`src/rtl/fibonacci_gen.sv`:
```
`timescale 1ns/1ps
// fibonacci_gen: iterative generator of term i of a two-seed Fibonacci sequence.
// One addition per cycle; the sticky overflow flag only covers terms up to index i.
module fibonacci_gen #(
  parameter int N_W = 5,
  parameter int D_W = 20
) (
  input  logic           clk,
  input  logic           rst_n,
  input  logic           start,
  input  logic           abort,
  input  logic [N_W-1:0] i,
  input  logic [D_W-1:0] seed0,
  input  logic [D_W-1:0] seed1,
  output logic           ready,
  output logic           done,
  output logic [D_W-1:0] f,
  output logic           ovf
);

  typedef enum logic [1:0] {
    ST_IDLE = 2'd0,
    ST_OP   = 2'd1,
    ST_DONE = 2'd2
  } state_e;

  state_e         state_q, state_d;
  logic [D_W-1:0] t0_q, t0_d;
  logic [D_W-1:0] t1_q, t1_d;
  logic [D_W-1:0] f_q, f_d;
  logic [N_W-1:0] n_q, n_d;
  logic           ovf_acc_q, ovf_acc_d;
  logic           ovf_q, ovf_d;
  logic [D_W:0]   sum;

  // Extra top bit of the sum is the carry out of the D_W-bit addition.
  assign sum = {1'b0, t0_q} + {1'b0, t1_q};

  always_comb begin
    // NOTE: every next-state signal gets a hold default first so no path
    // through the case statement can leave one unassigned and infer a latch.
    state_d   = state_q;
    t0_d      = t0_q;
    t1_d      = t1_q;
    n_d       = n_q;
    ovf_acc_d = ovf_acc_q;
    f_d       = f_q;
    ovf_d     = ovf_q;

    case (state_q)
      ST_IDLE: begin
        if (start) begin
          t0_d      = seed0;
          t1_d      = seed1;
          n_d       = i;
          ovf_acc_d = 1'b0;
          state_d   = ST_OP;
        end
      end
      ST_OP: begin
        if (abort) begin
          state_d = ST_IDLE;
        end else if (n_q != '0) begin
          t0_d      = t1_q;
          t1_d      = sum[D_W-1:0];
          n_d       = n_q - N_W'(1);
          // The addition made with n==1 produces term i+1, so its carry is not ours.
          ovf_acc_d = ovf_acc_q | (sum[D_W] & (n_q > N_W'(1)));
        end else begin
          f_d     = t0_q;
          ovf_d   = ovf_acc_q;
          state_d = ST_DONE;
        end
      end
      ST_DONE: state_d = ST_IDLE;
      default: state_d = ST_IDLE;
    endcase
  end

  // NOTE: state registers use non-blocking assignments so every register
  // samples the pre-edge values regardless of statement order.
  always_ff @(posedge clk or negedge rst_n) begin
    if (!rst_n) begin
      state_q   <= ST_IDLE;
      t0_q      <= '0;
      t1_q      <= '0;
      n_q       <= '0;
      ovf_acc_q <= 1'b0;
      f_q       <= '0;
      ovf_q     <= 1'b0;
    end else begin
      state_q   <= state_d;
      t0_q      <= t0_d;
      t1_q      <= t1_d;
      n_q       <= n_d;
      ovf_acc_q <= ovf_acc_d;
      f_q       <= f_d;
      ovf_q     <= ovf_d;
    end
  end

  assign ready = (state_q == ST_IDLE);
  assign done  = (state_q == ST_DONE);
  assign f     = f_q;
  assign ovf   = ovf_q;

endmodule

```
`config.mk`:
```
export PLATFORM = sky130hd
export DESIGN_NAME = fibonacci_gen
export DESIGN_NICKNAME = d
export VERILOG_FILES = /design/src/rtl/fibonacci_gen.sv
export SDC_FILE = /design/constraint.sdc
export NUM_CORES = 1
export LEC_CHECK = 0
export BUFFER_PORTS_ARGS = -buffer_cell sky130_fd_sc_hd__buf_2
export CAP_MARGIN = 0
export CORE_AREA = 4 4 107 109
export DETAILED_ROUTE_END_ITERATION = 10
export DIE_AREA = 0 0 111 113
export GPL_TIMING_DRIVEN = 0
export PLACE_DENSITY = 0.63
export REMOVE_ABC_BUFFERS = 1
export SKIP_CTS_REPAIR_TIMING = 1
export SYNTH_ARGS = -nofsm -noshare
export SYNTH_HDL_FRONTEND = slang
export SYNTH_SLANG_ARGS = --single-unit
```
`constraint.sdc`:
```
create_clock -name clk -period 4.8 [get_ports clk]
set_clock_uncertainty 0.1 [all_clocks]
set_input_delay 1.44 -clock clk [delete_from_list [all_inputs] [get_ports clk]]
set_output_delay 1.44 -clock clk [all_outputs]
set_load 0.01 [all_outputs]
```
[After elaboration in Yosys (flattened, before gate mapping)]
Index checks and enable logic that the tools add are counted.
Storage, ports and cells
  bits of input ports: 49
  output and inout port bits: 23
  logic and storage cells: 46
  register bits after elaboration: 69
Cells by class
  eq/ne operators: 6
  multiplexer cells: 20
  add/sub/neg operators: 2
  reduce and logical (&&, ||, !) cells: 6
  bitwise logic cells: 4
  $lt $le $gt $ge: 1
Operator list (count)
  20-bit 2-to-1 mux: 6
  20-bit case mux with 2 select lines: 2
  20-bit by 20-bit adder with 21-bit output: 1
  5-bit 2-to-1 mux: 3
  5-bit case mux with 2 select lines: 1
  2-bit 2-to-1 mux: 3
  2-bit != test (second input constant): 3
  5-bit by 1-bit greater-than comparator with 1-bit output (second input constant): 1
  5-bit nonzero test: 1
  5-bit by 1-bit subtractor with 5-bit output (second input constant): 1
  2-bit case mux with 2 select lines: 1
  4-bit AND reduction: 1
  1-bit 2-to-1 mux: 3
  3-bit != test (second input constant): 1
  3-bit AND reduction: 1
  2-bit by 1-bit == test with 1-bit output (second input constant): 1
  2-bit == test (second input constant): 1
  2-bit logical NOT: 1
  1-bit NOT: 2
  1-bit case mux with 2 select lines: 1
  2-bit AND reduction: 1
  2-bit nonzero test: 1
  1-bit AND: 1
  1-bit bitwise OR: 1

[Depth between registers and ports, before layout]
Gate-level depths: netlist of run 1.
  depth after elaboration: 6
  depth in mapped cells: 10
  mapped depth without buffers: 10

[Worst setup path before layout of run 1]
No wires, ideal clock.
  path type: in2reg
  start: in start
  end: reg t1_q[16]
  library setup time: 127 ps
  setup slack: 2252 ps
  path buffers: 1
  stages: 7
  arrival time: 2321 ps
  data required time: 4573 ps
  cells stage by stage: nor2b_1 -> o21bai_4 -> inv_2 -> buf_2 -> and3_1 -> mux2i_1 -> nand3_1
Between the ends
  longest elaborated chain between the ends: 2
Ends and longest elaborated chain
  from (decl): line 10  | input logic start,
  2-bit != test (no source line)
  4-bit AND reduction (no source line)
  to (signal assigned): line 94  | t1_q <= t1_d;
  to (decl): line 29  | logic [D_W-1:0] t1_q, t1_d;
Every way passes these cells.
A chain may end at the register's enable or synchronous reset.

[Final worst setup path of run 1]
  start: in start
  end: reg t1_q[14]
Same word-level chain as after synthesis.

==> out/results.txt, run 1 <==
Routability Congestion -> 0.858
# rows -> 38
synth warn -> 0
worst setup margin -> 1.31 ns
residual DRC count -> 0
Final TNS setup -> 0 ns
Routed WL -> 9860 um
count leader, synth -> nand2_1
Slew HR -> 0.340
Final period util -> 0.727
RSZ-0062 raised after global routing -> no
first-pass GRT wire length -> 17000 um
vias in the first global route -> 3627
die area -> 12500 sq um
clock sink count -> 69
ant diodes -> 0
cell depth of the worst flop-to-flop path -> 8
Power, Total -> 3.55 mW
worst r2r dst -> t1_q[14]$_DFFE_PN0P_
fillcell total -> 1082
Final Max Slew Viols -> 0
CP startpoint kind -> input port
final hold viol count -> 0
reg2reg setup slack -> 1.74 ns
Netlist Area Pre-Place -> 4160 sq um
Critical R2R Launch -> n_q[2]$_DFFE_PN0P_
Syn Area/Cell -> 8.41 sq um
PD cells -> 751 nW/um^2
Iter 0 DRT Violations -> 145
CTS tree -> built
drt via density -> 5.11
status -> finished, final reports clean
Worst Hold Endpoint -> f[10]$_DFFE_PN0P_
Worst Hold Class -> register to register
sequential area share after synthesis -> 0.415
share of layout cells above drive strength 1 -> 0.183
clock-pin slew on the worst setup and hold paths -> 0.07 ns
top post-synthesis cells by area -> dfrtp_1 41%, nand2_1 12%, ha_1 6.9%, nor2_1 4.0%, a31oi_1 3.8%
post-synthesis cell count -> 495
area leader, netlist -> dfrtp_1
Synth Flop Type -> dfrtp_1
antenna violations before repair -> 0
Clock Path Buffers -> 2
worst hold path depth -> 2
core area -> 10600 sq um
Starting Density -> 0.392
Post-synth EDFFs -> 0
maxcap violations -> 0
share of flip-flops with an asynchronous set or reset -> 1.00
Setup-failing EPs final -> 0
placed cells -> 679
Die Ht -> 113 um
Crit Path Class -> input port to register
Area growth syn-to-layout -> 13.5%
synth unique cells -> 57
required time of the critical path -> 4.92 ns
maximum clock rate -> 0.287 GHz
Hold Startpoint -> f[10]$_DFFE_PN0P_
largest net degree at the start of global routing -> 70
Total Routing Usage GR -> 0.165
Hold Slack -> 0.370 ns
Wirelength per Cell -> 14.2 um
Inserted Clock Buffers -> 9
worst slew pin tran -> 0.990 ns
Pre-antenna DRT Iters -> 4
pre-CTS WS -> 0.894 ns
nets -> 623
Yosys top cell area share -> 0.415
placed wire-length estimate -> 6730 um
leak pwr -> 2.32 nW
peak supply drop -> 0.255 mV
Non-Filler Instances -> 693
Max FO, Critical Path -> 66
worst endpoint data arrival time -> 3.61 ns
clk_lat worst skew -> 0.34 ns
# port buffers -> 71
Period minus WS final -> 3.49 ns
DIE WIDTH -> 111 um
CTS H-tree lvls -> 3
I/O pins -> 72
most frequent cells after synthesis -> 133 x nand2_1, 69 x dfrtp_1, 44 x nor2_1, 31 x a21oi_1, 25 x a31oi_1
register bit total from synthesis -> 69
Vias -> 3538
Overflow after GRT -> 0
crit end category -> register
ANT nets after route -> 0
Root Buffer -> clkbuf_8
how the worst max path moves through the flow:
stage / slack (ns) / end / from
4_1_cts: 1.25 / t1_q[14]$_DFFE_PN0P_ / start
6_report: 1.31 / t1_q[14]$_DFFE_PN0P_ / start
3_3_place_gp: 0.68 / f[2]$_DFFE_PN0P_ / state_q[1]$_DFFE_PN0P_
2_1_floorplan: 1.63 / t1_q[14]$_DFFE_PN0P_ / start
5_1_grt: 0.99 / t1_q[14]$_DFFE_PN0P_ / start
3_5_place_dp: 0.89 / t1_q[14]$_DFFE_PN0P_ / start
cell type report:
cell class	count	area [sq um]	area share
timing repair buffer	72	378	0.0800
inverter	12	45.0	0.00954
clock buffer	12	155	0.0328
tap	140	175	0.0371
multi-input combinational	386	2230	0.473
sequential	69	1730	0.366
clock inverter	2	10.0	0.00212
worst max-delay path: stages:
cell and delay (ns):
buf_2 0.10, nor2b_1 0.14, o21bai_4 0.67, inv_2 0.61
and3_1 0.39, mux2i_1 0.13, nand3_1 0.09
state kept, by name (all words and copies together) (netlist names):
signal and flops:
f 20, n_q 5, ovf_acc_q 1, t0_q 20
state_q 2, t1_q 20, ovf 1
power by group:
part / internal [mW] / switching, mW / total, mW / leakage (nW)
logic: 0.888 / 1.19 / 2.08 / 1.39
clock network: 0.209 / 0.212 / 0.421 / 0.0881
registers: 0.844 / 0.199 / 1.04 / 0.844
total: 1.94 / 1.60 / 3.55 / 2.32
cell families (layout without fill, tap and decap cells):
family | count (synthesis) | count (layout) | share of synthesized area
simple gates | 231 | 231 | 0.238
compound gates | 114 | 114 | 0.186
flops | 69 | 69 | 0.415
buf+inv | 40 | 98 | 0.0508
fa+ha+maj | 24 | 24 | 0.0740
xor+xnor | 14 | 14 | 0.0295
mux | 3 | 3 | 0.00722
cell usage in the layout, fill, tap and decap left out, types with 2 or more instances in the layout:
cell       netlist  routed
clkbuf_8         2      11
nand2b_1         6       5
buf_2            7      70
dfrtp_1         69      69
nor3_1           7       7
o21ai_1          4       4
o211ai_1         6       6
nand3_1         16      16
and3_1           7       7
o21bai_1         3       3
a311o_1          2       2
o2111ai_1        2       2
xnor2_1          9       9
o21ai_0         15      15
and2_1           4       4
nand4_1          3       3
a211oi_1         2       2
a31oi_1         25      25
xor2_1           5       5
clkinv_2         0       2
o211ai_2         2       2
ha_1            23      23
nor2_1          44      44
mux2i_1          3       3
a2bb2oi_1        2       2
nor2b_1          4       3
a21oi_1         31      31
a21o_1           5       5
inv_1           11      11
nand2_1        133     133
a21oi_2          2       2
through the flow:
step / instance area, sq um / util
detailed placement: 4560 / 0.430
floorplan: 4000 / -
global route: 4720 / 0.445
finish: 4720 / 0.445
global placement: 4530 / 0.427
CTS: 4720 / 0.445
routing by layer:
metal,vias to the layer above,part of all wire,track usage
met4,0,0.013,0.0517
met1,1657,0.47,0.213
met5,-,0,0
met3,12,0.034,0.0267
li1,1811,-,-
met2,58,0.48,0.285
No activity file was read; power rests on OpenSTA's default activity.
==> run 2, diff against run 1 <==
--- a/config.mk
+++ b/config.mk
@@ -5,13 +5,14 @@
 export SDC_FILE = /design/constraint.sdc
 export NUM_CORES = 1
 export LEC_CHECK = 0
+export ABC_AREA = 1
 export BUFFER_PORTS_ARGS = -buffer_cell sky130_fd_sc_hd__buf_2
 export CAP_MARGIN = 0
-export CORE_AREA = 4 4 107 109
+export CORE_AREA = 4 4 110 112
 export DETAILED_ROUTE_END_ITERATION = 10
-export DIE_AREA = 0 0 111 113
+export DIE_AREA = 0 0 114 116
 export GPL_TIMING_DRIVEN = 0
-export PLACE_DENSITY = 0.63
+export PLACE_DENSITY = 0.64
 export REMOVE_ABC_BUFFERS = 1
 export SKIP_CTS_REPAIR_TIMING = 1
 export SYNTH_ARGS = -nofsm -noshare
==> constraint.sdc (replaced) <==
create_clock -name clk -period 2.9 [get_ports clk]
set_clock_uncertainty 0.1 [all_clocks]
set_input_delay 0.87 -clock clk [delete_from_list [all_inputs] [get_ports clk]]
set_output_delay 0.87 -clock clk [all_outputs]
set_load 0.01 [all_outputs]
==> out/results.txt, run 2 <==
Slew HR -> 0.382
pre-CTS WS -> 0.242 ns
placed wire-length estimate -> 7770 um
top post-synthesis cells by area -> dfrtp_1 40%, nand2_1 18%, ha_1 6.6%, nor2_1 6.1%, inv_1 5.8%
die area -> 13200 sq um
vias in the first global route -> 4124
clock sink count -> 69
synth warn -> 0
final hold viol count -> 0
Area growth syn-to-layout -> 15.7%
GR peak layer -> met2
met3 Track Usage GR -> 0.0371
Netlist Area Pre-Place -> 4360 sq um
Wirelength per Cell -> 12.9 um
Iter 0 DRT Violations -> 198
Pre-antenna DRT Iters -> 5
Routed WL -> 10600 um
# port buffers -> 71
largest net degree at the start of global routing -> 70
CP dominant cell by count -> inv_1
drt via density -> 4.87
I/O pins -> 72
sequential area share after synthesis -> 0.396
Vias -> 4021
RSZ-0062 raised after global routing -> no
Final Max Slew Viols -> 0
fillcell total -> 1190
first-pass GRT wire length -> 18800 um
Slowest-stage cell, CP -> inv_1
CTS H-tree lvls -> 3
Overflow after GRT -> 0
Setup-failing EPs final -> 0
peak supply drop -> 0.588 mV
# rows -> 39
Post-synth EDFFs -> 0
worst setup margin -> 0.351 ns
synth unique cells -> 28
most frequent cells after synthesis -> 214 x nand2_1, 71 x nor2_1, 69 x dfrtp_1, 67 x inv_1, 35 x nand3_1
Inserted Clock Buffers -> 9
Yosys top cell area share -> 0.396
status -> finished, final reports clean
worst endpoint data arrival time -> 2.63 ns
met1 Use GR -> 0.231
worst slew pin tran -> 0.926 ns
clock-pin slew on the worst setup and hold paths -> 0.05 ns
count leader, synth -> nand2_1
commonest non-fill, non-tap cell in the layout -> nand2_1
CP peak stage delay -> 0.52 ns
post-synthesis cell count -> 617
leak pwr -> 2.68 nW
Final period util -> 0.879
maximum clock rate -> 0.392 GHz
PD cells -> 1350 nW/um^2
required time of the critical path -> 2.98 ns
Hold Slack -> 0.365 ns
ANT nets after route -> 0
Syn Area/Cell -> 7.07 sq um
crit-path cells -> inv_1 -> nand2_2 -> or2_4 -> nor2_4 -> inv_1 -> nand2_1 -> o21ai_0
antenna violations before repair -> 0
Die Ht -> 116 um
Worst Hold Class -> register to register
ant diodes -> 0
share of flip-flops with an asynchronous set or reset -> 1.00
Routability Congestion -> 0.889
Max FO, Critical Path -> 30
maxcap violations -> 0
Synth Flop Type -> dfrtp_1
commonest cells after routing, fill and taps aside -> 214 x nand2_1, 71 x nor2_1, 70 x buf_2
Total Routing Usage GR -> 0.176
Period minus WS final -> 2.55 ns
residual DRC count -> 0
clk_lat worst skew -> 0.34 ns
share of layout cells above drive strength 1 -> 0.133
area leader, netlist -> dfrtp_1
core area -> 11200 sq um
crit end category -> register
met2 usage -> 0.286
FF+latch area -> 1730 sq um
register bit total from synthesis -> 69
Starting Density -> 0.389
Post-Route Utilization -> 0.450
Crit Path Class -> register to register
Clock Path Buffers -> 2
Root Buffer -> clkbuf_16
CTS tree -> built
DIE WIDTH -> 114 um
CP startpoint kind -> register
nets -> 751
area taken by multi-input logic gates -> 2240 sq um
==> run 2: metal layers <==
metal | vias up | share of wire
met3 | 9 | 0.051
li1 | 2095 | -
met2 | 85 | 0.45
met4 | 0 | 0.013
met5 | - | 0
met1 | 1832 | 0.49
==> run 2: path summary, 6_finish.rpt <==
| path | from | endpoint | cells after the start | slack [ns] |
|---|---|---|---|---|
| setup / recovery | state_q[1]$_DFFE_PN0P_ | f[3]$_DFFE_PN0P_ | 7 | 0.35 |
| hold / removal | f[10]$_DFFE_PN0P_ | f[10]$_DFFE_PN0P_ | 2 | 0.37 |
| setup reg to reg | state_q[1]$_DFFE_PN0P_ | f[3]$_DFFE_PN0P_ | 7 | 0.35 |
| hold reg to reg | f[10]$_DFFE_PN0P_ | f[10]$_DFFE_PN0P_ | 2 | 0.37 |
| max in group asynchronous | rst_n | t1_q[8]$_DFFE_PN0P_ | 1 | 1.57 |
| min in group asynchronous | rst_n | f[18]$_DFFE_PN0P_ | 1 | 0.55 |
==> run 2: cell type report <==
| class | instances | area share |
|---|---|---|
| clock inverter | 2 | 0.00198 |
| timing repair buffer | 72 | 0.0749 |
| sequential | 69 | 0.342 |
| inverter | 68 | 0.0511 |
| tap | 143 | 0.0355 |
| clock buffer | 13 | 0.0496 |
| multi-input combinational | 458 | 0.445 |
==> run 2: stage by stage <==
stage | instance area [sq um] | total power, mW | cells | TNS (ns)
floorplan | 4230 | 4.76 | 595 | 0
global placement | 4760 | 5.74 | 809 | -5.37
detailed placement | 4790 | 5.83 | 810 | 0
CTS | 5050 | 6.84 | 825 | 0
global route | 5050 | 7.61 | 825 | 0
finish | 5050 | 6.79 | 825 | 0
==> run 2: worst max-delay path: cells and delay by family, from the launching register on <==
family	cells	cell delay, ns
flops	1	0.38
compound gates	1	0.10
buf+inv	2	0.60
simple gates	4	1.20
==> run 2: logic make-up (layout without fill, tap and decap cells) <==
logic type               after synthesis  after routing  synth area share
XOR/XNOR                               9              9            0.0181
AND/OR/NAND/NOR                      333            333             0.306
AO/OA/AOI/OAI                         92             92             0.120
flip-flops                            69             69             0.396
buffers and inverters                 90            155            0.0895
adder cells (fa/ha/maj)               24             24            0.0706
==> run 2: power breakdown <==
group	leakage (nW)	switching [mW]	internal (mW)
clock network	0.129	0.391	0.594
registers	0.831	0.314	1.45
logic	1.72	2.57	1.47
==> run 3, diff against run 2 <==
--- a/config.mk
+++ b/config.mk
@@ -6,14 +6,14 @@
 export NUM_CORES = 1
 export LEC_CHECK = 0
 export ABC_AREA = 1
-export BUFFER_PORTS_ARGS = -buffer_cell sky130_fd_sc_hd__buf_2
 export CAP_MARGIN = 0
 export CORE_AREA = 4 4 110 112
 export DETAILED_ROUTE_END_ITERATION = 10
 export DIE_AREA = 0 0 114 116
+export DONT_BUFFER_PORTS = 1
 export GPL_TIMING_DRIVEN = 0
-export PLACE_DENSITY = 0.64
-export REMOVE_ABC_BUFFERS = 1
+export PLACE_DENSITY = 0.58
+export SETUP_SLACK_MARGIN = 0.02
 export SKIP_CTS_REPAIR_TIMING = 1
 export SYNTH_ARGS = -nofsm -noshare
 export SYNTH_HDL_FRONTEND = slang
==> out/results.txt, run 3 (synthesized netlist as in run 2, its figures left out) <==
# port buffers -> 0
Clock Path Buffers -> 2
final hold viol count -> 0
Setup-failing EPs final -> 0
antenna violations before repair -> 0
Area growth syn-to-layout -> 11.8%
first-pass GRT wire length -> 19600 um
maximum clock rate -> 0.420 GHz
share of layout cells above drive strength 1 -> 0.0521
Inserted Clock Buffers -> 9
fillcell total -> 1194
Final period util -> 0.820
drt via density -> 5.09
Power, Total -> 7.12 mW
commonest cells after routing, fill and taps aside -> 214 x nand2_1, 71 x nor2_1, 69 x dfrtp_1
Mapped Nets -> 690
post-route cell area -> 4870 sq um
I/O pins -> 72
status -> finished, final reports clean
# rows -> 39
ANT nets after route -> 0
Pre-antenna DRT Iters -> 4
maxcap violations -> 0
Routability Congestion -> 0.924
required time of the critical path -> 3.02 ns
worst setup margin -> 0.521 ns
worst endpoint data arrival time -> 2.50 ns
CTS tree -> built
Vias -> 3951
placed wire-length estimate -> 9470 um
Final TNS setup -> 0 ns
Starting Density -> 0.389
Crit Path Class -> register to register
Worst Hold Class -> input port to asynchronous set/reset pin
Total Routing Usage GR -> 0.189
clock sink count -> 69
Final Max Slew Viols -> 0
peak supply drop -> 0.456 mV
Overflow after GRT -> 0
residual DRC count -> 0
core area -> 11200 sq um
Max FO, Critical Path -> 3
clk_lat worst skew -> 0.34 ns
cell depth of the worst flop-to-flop path -> 13
Hold Slack -> 0.125 ns
pre-CTS WS -> 0.564 ns
die area -> 13200 sq um
CTS H-tree lvls -> 3
crit end category -> register
Root Buffer -> clkbuf_16
leak pwr -> 2.48 nW
ant diodes -> 0
DP Area -> 4540 sq um
worst slew pin tran -> 0.678 ns
vias in the first global route -> 3921
FF+latch area -> 1730 sq um
clock-pin slew on the worst setup and hold paths -> 0.06 ns
Iter 0 DRT Violations -> 210
PD cells -> 1460 nW/um^2
commonest non-fill, non-tap cell in the layout -> nand2_1
RSZ-0062 raised after global routing -> no
Die Ht -> 116 um
largest net degree at the start of global routing -> 70
Wirelength per Cell -> 15.5 um
nets -> 701
CP startpoint kind -> register
Routed WL -> 12000 um
Slew HR -> 0.548
Period minus WS final -> 2.38 ns
DIE WIDTH -> 114 um
area taken by multi-input logic gates -> 2240 sq um
-- run 3: cell types whose count changed in the layout (fill, tap and decap cells not counted), moves of 2 or more --
cell,previous run,this run
buf_2,70,4
buf_6,0,5
bufinv_16,0,2
clkbuf_1,3,11
-- run 3: area by class of cell --
type | instances | share of cell area
flip-flops and latches | 69 | 0.354
clock inverters | 5 | 0.0167
plain buffers | 22 | 0.0272
inverters | 68 | 0.0529
multi-input cells | 458 | 0.460
clock buffers | 11 | 0.0518
well taps | 143 | 0.0367
-- run 3: worst max-delay path, stage by stage (launching register included) --
cell     delay [ns]
dfrtp_1        0.38
ha_1           0.28
inv_1          0.08
fa_1           0.42
inv_1          0.13
nand3_1        0.08
nand3_1        0.16
nand2_1        0.09
nand2_1        0.13
nand2_1        0.09
nand3_1        0.07
nand3_1        0.10
nand2_1        0.10
nand2_1        0.05
-- run 3: power by group --
group          internal [mW]  total (mW)  switching, mW
registers               1.45        1.88          0.431
clock network          0.801        1.22          0.416
logic                   1.44        4.02           2.58
total                   3.69        7.12           3.43
-- run 3: metrics by stage --
stage               instances   util
finish                    776  0.434
detailed placement        760  0.405
global placement          760  0.405
CTS                       776  0.434
global route              776  0.434
floorplan                 617      -
-- run 3: layer usage --
layer	part of all wire	GRT usage
met5	0	0
met4	0.018	0.0602
met3	0.042	0.0413
met2	0.47	0.310
met1	0.47	0.250
-- run 3: final timing paths --
kind                            slack [ns]                   from                    end
worst max-delay path                  0.52    t0_q[0]$_DFFE_PN0P_   t1_q[12]$_DFFE_PN0P_
worst min-delay path                  0.12                  rst_n     n_q[1]$_DFFE_PN0P_
worst max register to register        0.52    t0_q[0]$_DFFE_PN0P_   t1_q[12]$_DFFE_PN0P_
worst min register to register        0.42  ovf_acc_q$_DFFE_PN0P_  ovf_acc_q$_DFFE_PN0P_
max in group asynchronous             2.48                  rst_n   t1_q[16]$_DFFE_PN0P_
min in group clk                      0.42  ovf_acc_q$_DFFE_PN0P_  ovf_acc_q$_DFFE_PN0P_
